`src/rtl/trap_controller_if.sv`:
```
`default_nettype none
// ============================================================================
// trap_controller_if : execute-stage / CSR-side signal bundle of the trap controller
// Rev 1.0 : initial release
// ============================================================================
interface trap_controller_if;
    logic        irq_software;
    logic        irq_timer;
    logic        irq_external;
    logic [31:0] mstatus;
    logic [31:0] mie;
    logic [31:0] mtvec;
    logic        ex_valid;
    logic        ex_stall;
    logic [31:0] ex_pc;
    logic        interrupt_taken;
    logic        ecall_exception;
    logic        ebreak_exception;
    logic        mret_instruction;
    logic        interrupt_pending;
    logic [31:0] interrupt_cause;
    logic [31:0] trap_vector;
    logic        trap_csr_we;
    logic [11:0] trap_csr_addr;
    logic [31:0] trap_csr_wdata;
    logic        busy;

    modport master (
        input  irq_software, irq_timer, irq_external, mstatus, mie, mtvec,
               ex_valid, ex_stall, ex_pc, interrupt_taken, ecall_exception,
               ebreak_exception, mret_instruction,
        output interrupt_pending, interrupt_cause, trap_vector, trap_csr_we,
               trap_csr_addr, trap_csr_wdata, busy
    );

    modport slave (
        output irq_software, irq_timer, irq_external, mstatus, mie, mtvec,
               ex_valid, ex_stall, ex_pc, interrupt_taken, ecall_exception,
               ebreak_exception, mret_instruction,
        input  interrupt_pending, interrupt_cause, trap_vector, trap_csr_we,
               trap_csr_addr, trap_csr_wdata, busy
    );
endinterface
`default_nettype wire

```
`src/rtl/trap_controller.sv`:
```
`default_nettype none
// ============================================================================
// trap_controller : machine-mode trap entry/exit sequencer (mepc/mcause/mstatus)
// Optional feature macro: TRAP_VECTORED_EN (vectored interrupt handler address)
// Rev 1.0 : initial release
// ============================================================================
module trap_controller #(
    parameter logic [31:0] MEPC_ALIGN_MASK = 32'hFFFFFFFC
) (
    input  logic              clk,
    input  logic              rst,
    trap_controller_if.master bus
);
    localparam logic [11:0] c_CSR_MEPC    = 12'h341;
    localparam logic [11:0] c_CSR_MCAUSE  = 12'h342;
    localparam logic [11:0] c_CSR_MSTATUS = 12'h300;
    localparam logic [31:0] c_CAUSE_MEI   = 32'h8000000B;
    localparam logic [31:0] c_CAUSE_MSI   = 32'h80000003;
    localparam logic [31:0] c_CAUSE_MTI   = 32'h80000007;
    localparam logic [31:0] c_CAUSE_ECALL = 32'h0000000B;
    localparam logic [31:0] c_CAUSE_EBRK  = 32'h00000003;

    typedef enum logic [2:0] {
        S_IDLE      = 3'd0,
        S_REQ       = 3'd1,
        S_W_MEPC    = 3'd2,
        S_W_MCAUSE  = 3'd3,
        S_W_MSTATUS = 3'd4,
        S_W_MRET    = 3'd5
    } state_t;

    state_t      state_q;
    logic        pending_q;
    logic [31:0] cause_q;
    logic        we_q;
    logic [11:0] addr_q;
    logic [31:0] wdata_q;
    logic        busy_q;

    logic [31:0] w_irq_cause;
    logic        w_irq_req;
    logic [31:0] w_pc_masked;
    logic [31:0] w_trap_status;
    logic [31:0] w_mret_status;
    logic [31:0] w_vec_base;

    always_comb begin
        w_irq_cause = '0;
        if (bus.irq_external && bus.mie[11]) begin
            w_irq_cause = c_CAUSE_MEI;
        end else if (bus.irq_software && bus.mie[3]) begin
            w_irq_cause = c_CAUSE_MSI;
        end else if (bus.irq_timer && bus.mie[7]) begin
            w_irq_cause = c_CAUSE_MTI;
        end
    end

    assign w_irq_req     = bus.mstatus[3] && (w_irq_cause != '0);
    assign w_pc_masked   = bus.ex_pc & MEPC_ALIGN_MASK;
    // Entry: MPIE <- MIE, MIE <- 0, MPP <- M.  Exit: MIE <- MPIE, MPIE <- 1, MPP <- U.
    assign w_trap_status = {bus.mstatus[31:13], 2'b11, bus.mstatus[10:8],
                            bus.mstatus[3], bus.mstatus[6:4], 1'b0, bus.mstatus[2:0]};
    assign w_mret_status = {bus.mstatus[31:13], 2'b00, bus.mstatus[10:8],
                            1'b1, bus.mstatus[6:4], bus.mstatus[7], bus.mstatus[2:0]};
    assign w_vec_base    = {bus.mtvec[31:2], 2'b00};

`ifdef TRAP_VECTORED_EN
    logic       w_cur_is_irq;
    logic [4:0] w_cur_code;

    // In IDLE the trap about to be requested decides; an mret never vectors.
    always_comb begin
        w_cur_is_irq = 1'b0;
        w_cur_code   = '0;
        if (state_q == S_IDLE) begin
            w_cur_is_irq = w_irq_req;
            w_cur_code   = w_irq_cause[4:0];
        end else if (state_q != S_W_MRET) begin
            w_cur_is_irq = cause_q[31];
            w_cur_code   = cause_q[4:0];
        end
    end

    assign bus.trap_vector = (bus.mtvec[1:0] == 2'b01 && w_cur_is_irq)
                           ? w_vec_base + {25'd0, w_cur_code, 2'b00}
                           : w_vec_base;
`else
    logic w_unused_mode;
    assign w_unused_mode   = ^bus.mtvec[1:0];
    assign bus.trap_vector = w_vec_base;
`endif

    logic w_unused_mie;
    assign w_unused_mie = ^{bus.mie[31:12], bus.mie[10:8], bus.mie[6:4], bus.mie[2:0]};

    always_ff @(posedge clk or posedge rst) begin
        if (rst) begin
            state_q   <= S_IDLE;
            pending_q <= 1'b0;
            cause_q   <= '0;
            we_q      <= 1'b0;
            addr_q    <= '0;
            wdata_q   <= '0;
            busy_q    <= 1'b0;
        end else begin
            we_q <= 1'b0;
            case (state_q)
                S_IDLE: begin
                    if (w_irq_req && bus.ex_valid && !bus.ex_stall) begin
                        state_q   <= S_REQ;
                        cause_q   <= w_irq_cause;
                        pending_q <= 1'b1;
                        busy_q    <= 1'b1;
                    end else if (bus.ecall_exception || bus.ebreak_exception) begin
                        state_q <= S_W_MEPC;
                        cause_q <= bus.ecall_exception ? c_CAUSE_ECALL : c_CAUSE_EBRK;
                        busy_q  <= 1'b1;
                        we_q    <= 1'b1;
                        addr_q  <= c_CSR_MEPC;
                        wdata_q <= w_pc_masked;
                    end else if (bus.mret_instruction) begin
                        state_q <= S_W_MRET;
                        busy_q  <= 1'b1;
                        we_q    <= 1'b1;
                        addr_q  <= c_CSR_MSTATUS;
                        wdata_q <= w_mret_status;
                    end
                end
                S_REQ: begin
                    if (bus.interrupt_taken) begin
                        state_q   <= S_W_MEPC;
                        pending_q <= 1'b0;
                        we_q      <= 1'b1;
                        addr_q    <= c_CSR_MEPC;
                        wdata_q   <= w_pc_masked;
                    end else if (!w_irq_req || !bus.ex_valid) begin
                        state_q   <= S_IDLE;
                        pending_q <= 1'b0;
                        busy_q    <= 1'b0;
                    end
                end
                S_W_MEPC: begin
                    state_q <= S_W_MCAUSE;
                    we_q    <= 1'b1;
                    addr_q  <= c_CSR_MCAUSE;
                    wdata_q <= cause_q;
                end
                S_W_MCAUSE: begin
                    state_q <= S_W_MSTATUS;
                    we_q    <= 1'b1;
                    addr_q  <= c_CSR_MSTATUS;
                    wdata_q <= w_trap_status;
                end
                default: begin
                    state_q <= S_IDLE;
                    busy_q  <= 1'b0;
                end
            endcase
        end
    end

    assign bus.interrupt_pending = pending_q;
    assign bus.interrupt_cause   = cause_q;
    assign bus.trap_csr_we       = we_q;
    assign bus.trap_csr_addr     = addr_q;
    assign bus.trap_csr_wdata    = wdata_q;
    assign bus.busy              = busy_q;
endmodule
`default_nettype wire

```
`src/flat_wrapper.sv`:
```
// flat-port wrapper written by rule: the top's interface ports become plain ports
module trap_controller_flat 
#(
    parameter logic [31:0] MEPC_ALIGN_MASK = 32'hFFFFFFFC
)
  (clk, rst, bus_irq_software, bus_irq_timer, bus_irq_external, bus_mstatus, bus_mie, bus_mtvec, bus_ex_valid, bus_ex_stall, bus_ex_pc, bus_interrupt_taken, bus_ecall_exception, bus_ebreak_exception, bus_mret_instruction, bus_interrupt_pending, bus_interrupt_cause, bus_trap_vector, bus_trap_csr_we, bus_trap_csr_addr, bus_trap_csr_wdata, bus_busy);
  trap_controller_if bus_i ();
  input  logic clk;
  input  logic rst;
  input wire logic [$bits(bus_i.irq_software)-1:0] bus_irq_software;
  input wire logic [$bits(bus_i.irq_timer)-1:0] bus_irq_timer;
  input wire logic [$bits(bus_i.irq_external)-1:0] bus_irq_external;
  input wire logic [$bits(bus_i.mstatus)-1:0] bus_mstatus;
  input wire logic [$bits(bus_i.mie)-1:0] bus_mie;
  input wire logic [$bits(bus_i.mtvec)-1:0] bus_mtvec;
  input wire logic [$bits(bus_i.ex_valid)-1:0] bus_ex_valid;
  input wire logic [$bits(bus_i.ex_stall)-1:0] bus_ex_stall;
  input wire logic [$bits(bus_i.ex_pc)-1:0] bus_ex_pc;
  input wire logic [$bits(bus_i.interrupt_taken)-1:0] bus_interrupt_taken;
  input wire logic [$bits(bus_i.ecall_exception)-1:0] bus_ecall_exception;
  input wire logic [$bits(bus_i.ebreak_exception)-1:0] bus_ebreak_exception;
  input wire logic [$bits(bus_i.mret_instruction)-1:0] bus_mret_instruction;
  output wire logic [$bits(bus_i.interrupt_pending)-1:0] bus_interrupt_pending;
  output wire logic [$bits(bus_i.interrupt_cause)-1:0] bus_interrupt_cause;
  output wire logic [$bits(bus_i.trap_vector)-1:0] bus_trap_vector;
  output wire logic [$bits(bus_i.trap_csr_we)-1:0] bus_trap_csr_we;
  output wire logic [$bits(bus_i.trap_csr_addr)-1:0] bus_trap_csr_addr;
  output wire logic [$bits(bus_i.trap_csr_wdata)-1:0] bus_trap_csr_wdata;
  output wire logic [$bits(bus_i.busy)-1:0] bus_busy;
  assign bus_i.irq_software = bus_irq_software;
  assign bus_i.irq_timer = bus_irq_timer;
  assign bus_i.irq_external = bus_irq_external;
  assign bus_i.mstatus = bus_mstatus;
  assign bus_i.mie = bus_mie;
  assign bus_i.mtvec = bus_mtvec;
  assign bus_i.ex_valid = bus_ex_valid;
  assign bus_i.ex_stall = bus_ex_stall;
  assign bus_i.ex_pc = bus_ex_pc;
  assign bus_i.interrupt_taken = bus_interrupt_taken;
  assign bus_i.ecall_exception = bus_ecall_exception;
  assign bus_i.ebreak_exception = bus_ebreak_exception;
  assign bus_i.mret_instruction = bus_mret_instruction;
  assign bus_interrupt_pending = bus_i.interrupt_pending;
  assign bus_interrupt_cause = bus_i.interrupt_cause;
  assign bus_trap_vector = bus_i.trap_vector;
  assign bus_trap_csr_we = bus_i.trap_csr_we;
  assign bus_trap_csr_addr = bus_i.trap_csr_addr;
  assign bus_trap_csr_wdata = bus_i.trap_csr_wdata;
  assign bus_busy = bus_i.busy;
  trap_controller #(.MEPC_ALIGN_MASK(MEPC_ALIGN_MASK)) u_core (.clk(clk), .rst(rst), .bus(bus_i));
endmodule
```
`config.mk`:
```
export PLATFORM = sky130hd
export DESIGN_NAME = trap_controller_flat
export DESIGN_NICKNAME = d
export VERILOG_FILES = /design/src/rtl/trap_controller_if.sv /design/src/rtl/trap_controller.sv /design/src/flat_wrapper.sv
export SDC_FILE = /design/constraint.sdc
export NUM_CORES = 1
export LEC_CHECK = 0
export BUFFER_PORTS_ARGS = -buffer_cell sky130_fd_sc_hd__buf_2
export CORE_AREA = 2 2 96 98
export DETAILED_ROUTE_END_ITERATION = 10
export DIE_AREA = 0 0 98 100
export PLACE_DENSITY = 0.73
export SLEW_MARGIN = 0
export SYNTH_ARGS = -nofsm -noshare
export SYNTH_HDL_FRONTEND = slang
export SYNTH_SLANG_ARGS = --single-unit
```
`constraint.sdc`:
```
create_clock -name clk -period 4.9 [get_ports clk]
set_input_delay 0.735 -clock clk [delete_from_list [all_inputs] [get_ports clk]]
set_output_delay 0.735 -clock clk [all_outputs]
set_load 0.02 [all_outputs]
```
After elaboration in Yosys (flattened, before gate mapping):

Index checks and enable logic that the tools add are counted.

* bitwise logic cells: 1
* reduce and logical (&&, ||, !) cells: 22
* eq/ne operators: 11
* mux-type cells: 36

Operators with widths (count)
* $mux 32: 9
* $pmux 32 s4: 1
* $mux 12: 4
* $pmux 12 s4: 1
* $reduce_bool 32->1: 1
* $mux 3: 5
* $pmux 3 s4: 1
* $mux 1: 11
* $reduce_and 4->1: 2
* $eq 3x2->1 const B: 2
* $logic_and 1x1->1: 6
* $ne 2x2->1 const B: 3
* $ne 3x2->1 const B: 2
* $pmux 1 s3: 2
* $mux 4: 1
* $ne 2x1->1 const B: 2
* $ne 4x2->1 const B: 1
* $reduce_and 2->1: 2
* $reduce_bool 2->1: 2
* $reduce_bool 4->1: 1
* $eq 3x1->1 const B: 1
* $logic_not 1->1: 3
* $logic_not 3->1: 1
* $reduce_and 3->1: 1
* 4 further kinds: 5

* output and inout port bits: 111
* register bits: 82

Logic depth before layout (Yosys ltp):

* word-level depth: 11
* gate-level depth with buffers: 7
* mapped depth without buffers: 5

Least setup slack after synthesis:

OpenSTA, ideal clock, no wires.

* path kind: input to register
* from: in bus_irq_external
* to: reg u_core.addr_q[0] (netlist: u_core.bus.trap_csr_addr[0])
* buffers on the path: 2
* data required time: 4775 ps
* library setup time: 125 ps
* arrival time: 2023 ps
* slack: 2752 ps
* stages: 7
* path through: a222oi_1 > buf_2 > or3_4 > nand2_4 > inv_4 > buf_6 > mux2_4

* cells in the longest elaborated chain, start to end: 8

Ends and longest elaborated chain
* from (decl): line flat_wrapper.sv:12 `input wire logic [$bits(bus_i.irq_external)-1:0] bus_irq_external;`
* $logic_and 1x1->1: line trap_controller.sv:49 `if (bus.irq_external && bus.mie[11]) begin`
* $mux 32: line trap_controller.sv:49
* $reduce_bool 32->1: line trap_controller.sv:58 `assign w_irq_req = bus.mstatus[3] && (w_irq_cause != '0);`
* $logic_and 1x1->1: line trap_controller.sv:58
* $logic_and 1x1->1 (2 in a row): line trap_controller.sv:109 `if (w_irq_req && bus.ex_valid && !bus.ex_stall) begin`
* $ne 2x2->1 (no line)
* $reduce_and 4->1 (no line)
* to (signal assigned): line trap_controller.sv:119 `addr_q <= c_CSR_MEPC;`
* to (signal assigned): line trap_controller.sv:125 `addr_q <= c_CSR_MSTATUS;`
* to (signal assigned): line trap_controller.sv:134 `addr_q <= c_CSR_MEPC;`
* to (decl): line trap_controller.sv:36 `logic [11:0] addr_q;`

Every way passes these cells.
A chain may end at the register's enable or synchronous reset.

Final worst setup path:

* from: reg u_core.state_q[0]
* to: reg u_core.wdata_q[7] (netlist: u_core.bus.trap_csr_wdata[7])

* cells in the longest elaborated chain, start to end: 3
* elaborated cells on any way between the ends: 10
* those cells by class: eq/ne: 6; mux: 1; reduce/logical: 3

Ends and longest elaborated chain
* from (decl): line trap_controller.sv:32 `state_t state_q;`
* from (signal assigned): line trap_controller.sv:98 `state_q <= S_IDLE;`
* from (signal assigned): line trap_controller.sv:110 `state_q <= S_REQ;`
* from (signal assigned): line trap_controller.sv:115 `state_q <= S_W_MEPC;`
* $eq 3x2->1 (tied with other cells): line trap_controller.sv:107 `case (state_q)`
* $reduce_bool 4->1 (no line) (tied with other cells)
* $reduce_and 4->1 (no line)
* to (signal assigned): line trap_controller.sv:120 `wdata_q <= w_pc_masked;`
* to (signal assigned): line trap_controller.sv:126 `wdata_q <= w_mret_status;`
* to (signal assigned): line trap_controller.sv:135 `wdata_q <= w_pc_masked;`
* to (decl): line trap_controller.sv:37 `logic [31:0] wdata_q;`

Several ways; a longest one is shown, not always the timed one.

==> reports/results.env <==
TIMING.FINAL.CRIT_PERIOD_NS=2.661
VDD_DROP_MAX_mV=0.4168
FINAL_COMMON_CELL='sky130_fd_sc_hd__buf_2'
CRIT_PATH_START_KIND='flop'
FP-ROW-COUNT=35
SYNTHESIZED_AREA_SQ_UM=2993
TNS_NS=0
CRITICALPATHCATEGORY='reg2reg'
DIE_W_UM=98
INITIAL_ANTENNA_VIOLATION_COUNT=0
SYNTHESIS.AREA_PER_INSTANCE_SQ_UM=10.96
SYNTH.FF_LATCH_COUNT=46
CP.ARRIVAL_NS=2.84
SLEW_VIOLATIONS=0
ROOT_BUFFER='sky130_fd_sc_hd__clkbuf_8'
SYNTHARSTFLOPSHARE=1.000
CTSLONGESTPATHBUFFERS=2
CTS-RESIZED-GATES=0
DETAIL_ROUTE.ITER0.VIOLATIONS=80
DOMINANTREGCELLSYNTH='sky130_fd_sc_hd__dfrtp_1'
FIN_UTIL=0.3795
DRT-VIAS-PER-INSTANCE=4.856
CRITICAL_PATH.MAX_STAGE_DELAY_NS=0.81
FINAL_ANTENNA_NET_COUNT=0
WORST_SKEW_PAIR.LATE_LATENCY_NS=0.30
FIRST_PASS_ITERS=4
CLOCK_SINKS=46
FP.COREAREA_SQ_UM=8890
SYNTHESIS.YOSYS.WARNINGS=0
PLACED_STANDARD_CELL_AREA_SQ_UM=3287
REPORT.FINAL.HOLD_VIOL_COUNT=0
CRITICAL_PATH_REQUIRED_NS=5.08
GLOBAL_ROUTE.USAGE.TOTAL=0.1367
FIN_NETS=493
SYNTH_ENABLE_FLOP_CELLS=0
PLACER_CONGESTION=0.8453
POWER_PER_CELL_AREA_nW_PER_UM2=685.1
CELL_VARIETY_AFTER_SYNTH=47
CTS_POST_SETUP_BUFFERS_INSERTED=0
DRC_ERRORS=0
GRT_PASS1_VIAS=2126
P_SEQ_FRAC=0.301
SYNTH_LARGEST_AREA_CELL='sky130_fd_sc_hd__dfrtp_1'
RSZ0062_AT_GRT='no'
GRT_PASS1_WL_MM=10.76
SYNTH_SEQ_AREA_SHARE=0.3846
LAYOUT_WORST_PATH_CYCLE_SHARE=0.5432
GRT_START_MAX_NET_PINS=47
INTERNAL_POWER_CONSUMPTION_mW=1.324
GRT_OVERFLOW_TOTAL=0
POWER.CLOCK.FRACTION=0.101
TOTAL_SWITCHING_POWER_uW=987.0
MAX_CAP_VIOL_COUNT=0
CTS_HOLD_BUFFERS=0
FLOW.AREA_GROWTH_FROM_SYNTHESIS_PCT=12.71
FINCLKSKEW_NS=0.01152
MAX_SLEW.WORST_PIN.SLEW_NS=1.079
REPORT.FINAL.SETUP_VIOL=0
YOSYS.AREA.TOP_TYPE_SHARE=0.3846
POWER_mW=2.311
CTS_INSERTED_BUFFERS=5
POST_ROUTE_CELLS_DRIVE_ABOVE_1_SHARE=0.4676
H-TREE-DEPTH=2
WORST_SLEW_MARGIN_REL=0.2810
CTS.CLK_SLEW.WORST_PATHS_NS=0.10
STATUS='finished clean'
MOSTFREQUENTLAYOUTCELLS='sky130_fd_sc_hd__buf_2 (118), sky130_fd_sc_hd__dfrtp_1 (46), sky130_fd_sc_hd__conb_1 (36)'
FLOORPLAN.DIE.HEIGHT_UM=100
NON_FILLER_CELL_AREA_FINAL_SQ_UM=3373
END_KIND='flop'
POST_DRT_WL_PER_CELL_UM=15.09
WL_MM=7.034
CLOCK.FMAX_MHz=375.7
NUM_ANTENNA_CELLS=0
CTS_TREE='built'
INITIAL_UTILIZATION=0.3367
PIN_COUNT=250
HP-CLASS='reg2reg'
CRITICAL_PATH.MAX_FANOUT=34
POWER.STATIC_LEAKAGE_nW=1.794
COMB_POWER_SHARE=0.598
FLOORPLAN.DIE_AREA_SQ_UM=9800
MAPPED_CELLS=273
P_SW_FRAC=0.4271
WORSTPATHCELLLIST='nor3_1 > a221oi_2 > nand2_4 > inv_4 > mux2_2'
ROUTED-VIA-COUNT=2263
PORTBUFFERS=118
DETAILEDPLACEMENTHPWL_MM=5.104
SYNTHTOPCELLSBYAREA='sky130_fd_sc_hd__dfrtp_1 (38%), sky130_fd_sc_hd__buf_4 (17%), sky130_fd_sc_hd__mux2_4 (14%)'
CP_SLOWEST_CELL='sky130_fd_sc_hd__dfrtp_1'
-- Yosys cell counts, drive strengths merged (5+ instances only) --
cell / instances
a21oi: 9
a22o: 29
buf: 75
clkbuf: 6
dfrtp: 46
inv: 5
mux2: 32
nand2: 7
nand2b: 6
nor2: 8
o21ai: 10
-- power groups by stage --
stage	registers, mW	logic, mW	clock network, mW
floorplan	0.838	0.987	0
global placement	0.695	1.37	0
detailed placement	0.703	1.39	0
CTS	0.696	1.40	0.248
global route	0.725	1.50	0.261
finish	0.696	1.38	0.234
-- routing by layer --
metal / GRT usage / vias up / wire length, um
li1: - / 1041 / -
met1: 0.1780 / 1093 / 2996
met2: 0.2229 / 118 / 3314
met3: 0.03343 / 11 / 609
met4: 0.04808 / 0 / 113
met5: 0 / - / 0
-- final cells by class --
type	count	area, sq um
Clock inverter	2	13.76
Sequential cell	46	1151
Clock buffer	6	72.57
Timing Repair Buffer	120	605.6
Tap cell	111	138.9
Fill cell	911	5517
Multi-Input combinational cell	176	1370
Inverter	5	21.27
-- worst paths after layout --
| kind | startpoint | end | slack (ns) | cells after the start |
|---|---|---|---|---|
| min in group asynchronous | rst | u_core.bus.trap_csr_wdata[19] | 0.66 | 2 |
| worst min register to register | u_core.bus.trap_csr_wdata[10] | u_core.bus.trap_csr_wdata[10] | 0.49 | 1 |
| worst max register to register | u_core.state_q[0] | u_core.bus.trap_csr_wdata[7] | 2.24 | 5 |
| max in group asynchronous | rst | u_core.bus.trap_csr_addr[8] | 3.63 | 2 |
| worst max-delay path | u_core.state_q[0] | u_core.bus.trap_csr_wdata[7] | 2.24 | 5 |
| worst min-delay path | u_core.bus.trap_csr_wdata[10] | u_core.bus.trap_csr_wdata[10] | 0.49 | 1 |
-- critical path, delay by kind of cell (launching register included) --
family | cells | cell delay (ns)
DFF | 1 | 0.81
and+or+nand+nor | 2 | 0.37
AOI/OAI and AO/OA | 1 | 0.50
buffers and inverters | 1 | 0.45
muxes | 1 | 0.39
-- registers in the layout, summed over array words and instances, names as in the netlist --
name                          flops
u_core.bus.trap_csr_wdata        32
u_core.bus.interrupt_cause        4
u_core.bus.trap_csr_addr          4
u_core.state_q                    3
u_core.bus.busy                   1
u_core.bus.interrupt_pending      1
u_core.bus.trap_csr_we            1
-- kinds of logic after synthesis --
logic type             Yosys count  synth area share
buffers and inverters           86            0.2028
multiplexers                    34            0.1610
AND/OR/NAND/NOR                 37           0.07232
flip-flops                      46            0.3846
other                            1          0.001253
AO/OA/AOI/OAI                   69            0.1781
-- metrics by stage --
step	cells	worst slack, ns	hold slack [ns]
final	466	2.239	0.4884
after global routing	466	2.060	0.5094
after CTS	466	2.262	0.4970
after detailed placement	458	2.248	0.4732
after global placement	458	2.288	0.4630
after floorplan	308	2.752	0.5946
Note: power is estimated with default switching activity, not from simulation.
